### config.mk
export PLATFORM = sky130hd
export DESIGN_NAME = lsu_subword_flat
export DESIGN_NICKNAME = d
export VERILOG_FILES = /design/src/rtl/lsu_pkg.sv /design/src/rtl/lsu_if.sv /design/src/rtl/lsu_align.sv /design/src/rtl/lsu_subword.sv /design/src/flat_wrapper.sv
export SDC_FILE = /design/constraint.sdc
export NUM_CORES = 1
export LEC_CHECK = 0
export BUFFER_PORTS_ARGS = -buffer_cell sky130_fd_sc_hd__buf_4
export CAP_MARGIN = 10
export CELL_PAD_IN_SITES_DETAIL_PLACEMENT = 1
export CELL_PAD_IN_SITES_GLOBAL_PLACEMENT = 2
export CORE_MARGIN = 2
export CORE_UTILIZATION = 29
export DETAILED_ROUTE_END_ITERATION = 12
export PLACE_DENSITY = 0.77
export SLEW_MARGIN = 20
export SYNTH_ARGS = -nofsm -noshare
export SYNTH_HDL_FRONTEND = slang
export SYNTH_HIERARCHICAL = 1
export SYNTH_SLANG_ARGS = --single-unit
### constraint.sdc
create_clock -name clk -period 1.94 [get_ports clk]
set_input_delay 0 -clock clk [delete_from_list [all_inputs] [get_ports clk]]
set_output_delay 0 -clock clk [all_outputs]
set_load 0.02 [all_outputs]
### src/rtl/lsu_pkg.sv
// Shared types, funct3 encodings and the pure datapath helpers used by the LSU.
// byte_merge builds a store word; load_extend pulls a sub-word out of a loaded word.
package lsu_pkg;

    typedef enum logic [2:0] {IDLE, READ, WRITE, LOAD, FAULT, RESP} lsu_state_t;

    localparam logic [2:0] F3_B  = 3'b000;
    localparam logic [2:0] F3_H  = 3'b001;
    localparam logic [2:0] F3_W  = 3'b010;
    localparam logic [2:0] F3_BU = 3'b100;
    localparam logic [2:0] F3_HU = 3'b101;

    // Little-endian: byte k of the word lives in bits [8k+7:8k].
    function automatic logic [31:0] byte_merge(input logic [31:0] word,
                                               input logic [31:0] wdata,
                                               input logic [2:0]  funct3,
                                               input logic [1:0]  off);
        logic [31:0] r;
        r = word;
        case (funct3)
            F3_B: begin
                case (off)
                    2'd0:    r[7:0]   = wdata[7:0];
                    2'd1:    r[15:8]  = wdata[7:0];
                    2'd2:    r[23:16] = wdata[7:0];
                    default: r[31:24] = wdata[7:0];
                endcase
            end
            F3_H: begin
                if (off[1]) r[31:16] = wdata[15:0];
                else        r[15:0]  = wdata[15:0];
            end
            default: r = wdata;
        endcase
        return r;
    endfunction

    function automatic logic [31:0] load_extend(input logic [31:0] word,
                                                input logic [2:0]  funct3,
                                                input logic [1:0]  off);
        logic [7:0]  b;
        logic [15:0] h;
        logic [31:0] r;
        case (off)
            2'd0:    b = word[7:0];
            2'd1:    b = word[15:8];
            2'd2:    b = word[23:16];
            default: b = word[31:24];
        endcase
        h = off[1] ? word[31:16] : word[15:0];
        case (funct3)
            F3_B:    r = {{24{b[7]}}, b};
            F3_BU:   r = {24'h0, b};
            F3_H:    r = {{16{h[15]}}, h};
            F3_HU:   r = {16'h0, h};
            default: r = word;
        endcase
        return r;
    endfunction

endpackage

### src/rtl/lsu_if.sv
// Core request/response and data-memory signals of the LSU in one bundle.
// The master side is the core plus memory; the slave side is the LSU itself.
interface lsu_if #(parameter int ADDR_W = 32);

    logic              req_valid;
    logic              req_ready;
    logic              req_we;
    logic [2:0]        req_funct3;
    logic [ADDR_W-1:0] req_addr;
    logic [31:0]       req_wdata;
    logic              resp_valid;
    logic [31:0]       resp_rdata;
    logic              resp_fault;
    logic [ADDR_W-1:0] mem_addr;
    logic [31:0]       mem_rdata;
    logic              mem_we;
    logic [31:0]       mem_wdata;

    modport master (
        output req_valid, req_we, req_funct3, req_addr, req_wdata, mem_rdata,
        input  req_ready, resp_valid, resp_rdata, resp_fault, mem_addr, mem_we, mem_wdata
    );

    modport slave (
        input  req_valid, req_we, req_funct3, req_addr, req_wdata, mem_rdata,
        output req_ready, resp_valid, resp_rdata, resp_fault, mem_addr, mem_we, mem_wdata
    );

endinterface

### src/rtl/lsu_align.sv
// Combinational LSU datapath: fault decode for the incoming request, plus
// load extension and store merge for the latched access.
module lsu_align
    import lsu_pkg::*;
#(
    parameter bit FAULT_MISALIGN = 1'b1
) (
    input  logic        req_we_i,
    input  logic [2:0]  req_funct3_i,
    input  logic [1:0]  req_off_i,
    output logic        req_fault_o,
    output logic [1:0]  req_off_o,
    input  logic [2:0]  lat_funct3_i,
    input  logic [1:0]  lat_off_i,
    input  logic [31:0] mem_rdata_i,
    input  logic [31:0] lat_wdata_i,
    output logic [31:0] load_data_o,
    output logic [31:0] merge_data_o
);

    logic illegal;
    logic misaligned;
    logic is_half;

    // Without misalignment faults the offending low address bits are simply cleared.
    always_comb begin
        is_half    = (req_funct3_i == F3_H) || (req_funct3_i == F3_HU);
        illegal    = req_we_i ? !(req_funct3_i inside {F3_B, F3_H, F3_W})
                              :  (req_funct3_i inside {3'b011, 3'b110, 3'b111});
        misaligned = (is_half && req_off_i[0]) ||
                     ((req_funct3_i == F3_W) && (req_off_i != 2'b00));
        req_fault_o = illegal || (FAULT_MISALIGN && misaligned);
        req_off_o   = req_off_i;
        if (!FAULT_MISALIGN) begin
            if (is_half)                         req_off_o = {req_off_i[1], 1'b0};
            else if (req_funct3_i == F3_W)       req_off_o = 2'b00;
        end
    end

    assign load_data_o  = load_extend(mem_rdata_i, lat_funct3_i, lat_off_i);
    assign merge_data_o = byte_merge(mem_rdata_i, lat_wdata_i, lat_funct3_i, lat_off_i);

endmodule

### src/rtl/lsu_subword.sv
// Load/store unit adding byte/halfword access on top of a word-only data memory.
// Sub-word stores go through a READ then WRITE read-modify-write pass.
module lsu_subword
    import lsu_pkg::*;
#(
    parameter int ADDR_W         = 32,
    parameter bit FAULT_MISALIGN = 1'b1
) (
    input  logic  clk,
    input  logic  reset,
    lsu_if.slave  bus
);

    lsu_state_t        state_q, state_d;
    logic [2:0]        funct3_q;
    logic [ADDR_W-1:0] addr_q;
    logic [31:0]       wdata_q;
    logic [31:0]       rdata_q;
    logic              fault_q;
    logic [31:0]       mem_wdata_q;

    logic        accept;
    logic        req_fault;
    logic [1:0]  req_off;
    logic [31:0] load_data;
    logic [31:0] merge_data;

    lsu_align #(.FAULT_MISALIGN(FAULT_MISALIGN)) u_align (
        .req_we_i     (bus.req_we),
        .req_funct3_i (bus.req_funct3),
        .req_off_i    (bus.req_addr[1:0]),
        .req_fault_o  (req_fault),
        .req_off_o    (req_off),
        .lat_funct3_i (funct3_q),
        .lat_off_i    (addr_q[1:0]),
        .mem_rdata_i  (bus.mem_rdata),
        .lat_wdata_i  (wdata_q),
        .load_data_o  (load_data),
        .merge_data_o (merge_data)
    );

    assign accept = bus.req_valid && (state_q == IDLE);

    always_comb begin
        state_d = state_q;
        case (state_q)
            IDLE: begin
                if (accept) begin
                    if (req_fault)                   state_d = FAULT;
                    else if (!bus.req_we)            state_d = LOAD;
                    else if (bus.req_funct3 == F3_W) state_d = WRITE;
                    else                             state_d = READ;
                end
            end
            READ:    state_d = WRITE;
            WRITE:   state_d = RESP;
            LOAD:    state_d = RESP;
            FAULT:   state_d = RESP;
            RESP:    state_d = IDLE;
            default: state_d = IDLE;
        endcase
    end

    // A full-word store skips READ, so its write word is captured straight from the request.
    always_ff @(posedge clk) begin
        if (reset) begin
            state_q     <= IDLE;
            funct3_q    <= 3'b000;
            addr_q      <= '0;
            wdata_q     <= 32'h0;
            rdata_q     <= 32'h0;
            fault_q     <= 1'b0;
            mem_wdata_q <= 32'h0;
        end else begin
            state_q <= state_d;
            if (accept) begin
                funct3_q <= bus.req_funct3;
                addr_q   <= {bus.req_addr[ADDR_W-1:2], req_off};
                wdata_q  <= bus.req_wdata;
                rdata_q  <= 32'h0;
                fault_q  <= 1'b0;
                if (state_d == WRITE) mem_wdata_q <= bus.req_wdata;
            end
            case (state_q)
                READ:    mem_wdata_q <= merge_data;
                LOAD:    rdata_q     <= load_data;
                FAULT:   fault_q     <= 1'b1;
                default: ;
            endcase
        end
    end

    assign bus.req_ready  = (state_q == IDLE);
    assign bus.resp_valid = (state_q == RESP);
    assign bus.resp_rdata = rdata_q;
    assign bus.resp_fault = fault_q;
    assign bus.mem_addr   = {addr_q[ADDR_W-1:2], 2'b00};
    assign bus.mem_we     = (state_q == WRITE) && !reset;
    assign bus.mem_wdata  = mem_wdata_q;

endmodule

### src/flat_wrapper.sv
// flat-port wrapper written by rule: the top's interface ports become plain ports
module lsu_subword_flat import lsu_pkg::*;
#(
    parameter int ADDR_W         = 32,
    parameter bit FAULT_MISALIGN = 1'b1
)
  (clk, reset, bus_req_valid, bus_req_we, bus_req_funct3, bus_req_addr, bus_req_wdata, bus_mem_rdata, bus_req_ready, bus_resp_valid, bus_resp_rdata, bus_resp_fault, bus_mem_addr, bus_mem_we, bus_mem_wdata);
  lsu_if #(.ADDR_W(ADDR_W)) bus_i ();
  input  logic clk;
  input  logic reset;
  input wire logic [$bits(bus_i.req_valid)-1:0] bus_req_valid;
  input wire logic [$bits(bus_i.req_we)-1:0] bus_req_we;
  input wire logic [$bits(bus_i.req_funct3)-1:0] bus_req_funct3;
  input wire logic [$bits(bus_i.req_addr)-1:0] bus_req_addr;
  input wire logic [$bits(bus_i.req_wdata)-1:0] bus_req_wdata;
  input wire logic [$bits(bus_i.mem_rdata)-1:0] bus_mem_rdata;
  output wire logic [$bits(bus_i.req_ready)-1:0] bus_req_ready;
  output wire logic [$bits(bus_i.resp_valid)-1:0] bus_resp_valid;
  output wire logic [$bits(bus_i.resp_rdata)-1:0] bus_resp_rdata;
  output wire logic [$bits(bus_i.resp_fault)-1:0] bus_resp_fault;
  output wire logic [$bits(bus_i.mem_addr)-1:0] bus_mem_addr;
  output wire logic [$bits(bus_i.mem_we)-1:0] bus_mem_we;
  output wire logic [$bits(bus_i.mem_wdata)-1:0] bus_mem_wdata;
  assign bus_i.req_valid = bus_req_valid;
  assign bus_i.req_we = bus_req_we;
  assign bus_i.req_funct3 = bus_req_funct3;
  assign bus_i.req_addr = bus_req_addr;
  assign bus_i.req_wdata = bus_req_wdata;
  assign bus_i.mem_rdata = bus_mem_rdata;
  assign bus_req_ready = bus_i.req_ready;
  assign bus_resp_valid = bus_i.resp_valid;
  assign bus_resp_rdata = bus_i.resp_rdata;
  assign bus_resp_fault = bus_i.resp_fault;
  assign bus_mem_addr = bus_i.mem_addr;
  assign bus_mem_we = bus_i.mem_we;
  assign bus_mem_wdata = bus_i.mem_wdata;
  lsu_subword #(.ADDR_W(ADDR_W), .FAULT_MISALIGN(FAULT_MISALIGN)) u_core (.clk(clk), .reset(reset), .bus(bus_i));
endmodule
==> flow_summary.json <==
{
  "status": "completed",
  "final_layout_size_suffix_gt1_share_pct": 26.3,
  "dr_total_vias": 7318,
  "grt_pass1_vias": 7274,
  "critPathMaxStageDelay_ps": 520,
  "cts-root-buf": "clkbuf_16",
  "synth_edf_count": 0,
  "setup_violations": 0,
  "power_frac_clock_pct": 38.9,
  "antennaDiodeCount": 0,
  "layout.nets": 1226,
  "ctsLongestPathBuffers": 2,
  "synthTopCellsByCount": "270 x nand2_1, 135 x dfxtp_1, 103 x a21oi_1",
  "grt_pass1_wl_microns": 41000,
  "path_clk_slew_ps": 60,
  "critical_path_class": "flop to flop",
  "worstPathMaxFanout": 29,
  "postSynthAreaPerCell_sq_um": 7.71,
  "drc_errors": 0,
  "startpoint_type": "flop",
  "cts_setup_buffers": 0,
  "hpwl_microns": 18600,
  "path_delay_family": "simple AND/OR/NAND/NOR gates",
  "area_growth_syn_to_layout_pct": 44.6,
  "wl_per_cell_microns": 18.6,
  "io_buffers": 200,
  "drtAntennaViolNets": 0,
  "slew-limit-headroom_pct": 51.7,
  "combPwrFrac_pct": 25.9,
  "cp.required_ps": 2290,
  "synth_area_sq_mm": 0.00694,
  "yosysTopAreaCellShare_pct": 39.0,
  "fmax_ghz": 0.553,
  "ys_top_cells_by_area": "dfxtp_1 39%, nand2_1 15%, a21oi_1 7.4%, buf_4 4.7%, a311oi_1 4.0%",
  "synthArstFlopShare_pct": 0,
  "final_core_util_pct": 42.7,
  "tightest_slew_ps": 724,
  "dp_slack_ps": 135,
  "skew_ps": 10.1,
  "rsz0062_at_grt": "false",
  "insertion_delay_ps": 430,
  "period_needed_ps": 1810,
  "antenna_found_initial": 0,
  "swShare_pct": 31.4,
  "pin_count": 203,
  "end_kind": "flop",
  "cts-buffers-inserted": 17,
  "slew_viol_final": 0,
  "hold_viol": 0,
  "grt_max_degree": 65,
  "leakagePower_nw": 4.10,
  "power.density_mw_per_mm2": 902,
  "p_switching_w": 0.00284,
  "path_cells": "buf_12 -> nor2b_1 -> a22o_1 -> a221o_1 -> nand2_1 -> a21oi_1",
  "fin_crit_sh_pct": 93.2,
  "internal_power_w": 0.00621,
  "finalPower_w": 0.00905,
  "min_path_type": "primary input to flop",
  "slowest_stage": "nor2b_1",
  "worst_slack_ps": 132,
  "initial_core_util_pct": 29.5,
  "fin_setup_tns_ps": 0,
  "seqPwrFrac_pct": 35.1,
  "ir_worst_vdd_uv": 521,
  "synthFlopType": "dfxtp_1",
  "ys_seq_elements": 135,
  "crit_arrival_ps": 2160,
  "core_area_sq_mm": 0.0235,
  "finalWirelength_microns": 27100,
  "cap_violations": 0,
  "syn_inst": 899,
  "track_usage_pct": 21.3,
  "drt_iter0_drc": 483,
  "cts.htree.levels": 4,
  "yosysSeqAreaShare_pct": 39.0,
  "synth.largest_area_cell": "dfxtp_1",
  "ys_warn_count": 6,
  "die_area_sq_mm": 0.0252,
  "viasPerCell": 5.03,
  "cts_num_sinks": 135,
  "gp_congestion": 0.830,
  "rows": 56,
  "synthMostInstantiatedCell": "nand2_1",
  "cp.buffers_inverters": 1,
  "die_y_microns": 159,
  "overflow": 0,
  "yosysUniqueCellTypes": 49,
  "first_pass_iters": 5,
  "cts_tree": "yes",
  "die_x_microns": 159
}
## what timing repair did
| action | 4_1_cts | 5_1_grt |
|---|---|---|
| setup endpoints to repair | 0 | 20 |
| hold endpoints to repair | 117 | 0 |
| gates resized for setup | 0 | 3 |
| hold buffers | 84 | 0 |
## final cells by class
cell class,count,area [sq um]
Tap cell,319,399
Timing Repair Buffer,318,2700
Multi-Input combinational cell,648,3590
Clock buffer,18,429
Fill cell,2805,13400
Clock inverter,14,199
Sequential cell,135,2700
Inverter,3,11.3
## sequential cells by signal (all words and copies together) (netlist names)
name and count:
u_core/addr_q 32, u_core/wdata_q 32, u_core/bus.resp_rdata 32, u_core/funct3_q 3
u_core/state_q 3, u_core/bus.mem_wdata 32, u_core/bus.resp_fault 1
## logic make-up (layout without fill, tap and decap cells)
group,count (synthesis),in the layout,share of synthesized area [%]
compound gates,224,224,21.8
buf+inv,117,353,9.58
flops,135,135,39.0
mux,24,24,5.29
other cells,1,2,0.0541
simple gates,398,398,24.3
## cell usage in the layout, fill, tap and decap left out, types with 7 or more instances in the layout
cell type      count
a21boi_0           9
a21oi_1          103
a221o_1           16
a22o_1             9
a22oi_1            8
a311oi_1          32
a31oi_1            8
buf_12             8
buf_4            225
clkbuf_16         17
dfxtp_1          135
dlygate4sd3_1     84
mux2_2             9
mux2i_1            7
nand2_1          269
nand3_1           43
nor2_1            46
o211ai_1           7
o21ai_0            9
o21bai_1           9
o311a_1            8
or2_2              9
## power groups by stage
| stage | logic (W) | registers (W) | clock network (W) |
|---|---|---|---|
| after floorplan | 0.00131 | 0.00329 | 0 |
| after detailed placement | 0.00221 | 0.00324 | 0 |
| after global placement | 0.00219 | 0.00324 | 0 |
| final | 0.00235 | 0.00318 | 0.00352 |
| after CTS | 0.00235 | 0.00318 | 0.00361 |
| after global routing | 0.00255 | 0.00321 | 0.00371 |
## per-layer routing
layer  up-vias  track usage (%)  routed length (microns)
li1       3539                -                        -
met1      3554             29.1                    12600
met2       201             34.8                    12800
met3        24             3.73                     1290
met4         0             5.06                      328
met5         -                0                        0
## worst paths after layout
path	from	endpoint	slack, ps	depth (start not counted)
worst max-delay path	u_core/addr_q[1]$_SDFFE_PP0N_	u_core/bus.resp_rdata[13]$_SDFFE_PP0P_	130	6
worst min-delay path	bus_mem_rdata[26]	u_core/bus.resp_rdata[26]$_SDFFE_PP0P_	20	5
worst max register to register	u_core/addr_q[1]$_SDFFE_PP0N_	u_core/bus.resp_rdata[13]$_SDFFE_PP0P_	130	6
worst min register to register	u_core/addr_q[26]$_SDFFE_PP0N_	u_core/addr_q[26]$_SDFFE_PP0N_	450	2
## worst register-to-register path: cells and delay by family (launching register included)
kind / cells / cell delay, ps
AND/OR/NAND/NOR: 2 / 590
flip-flops: 1 / 420
buffers and inverters: 1 / 220
AO/OA/AOI/OAI: 3 / 500
## metrics by stage
stage	cells	cell area [sq um]	hold WS, ps
floorplan	900	6940	136
global placement	1339	8560	247
detailed placement	1339	8560	258
CTS	1455	10000	1.95
global route	1455	10000	28.1
finish	1455	10000	21.2
Note: power is estimated with default switching activity, not from simulation.
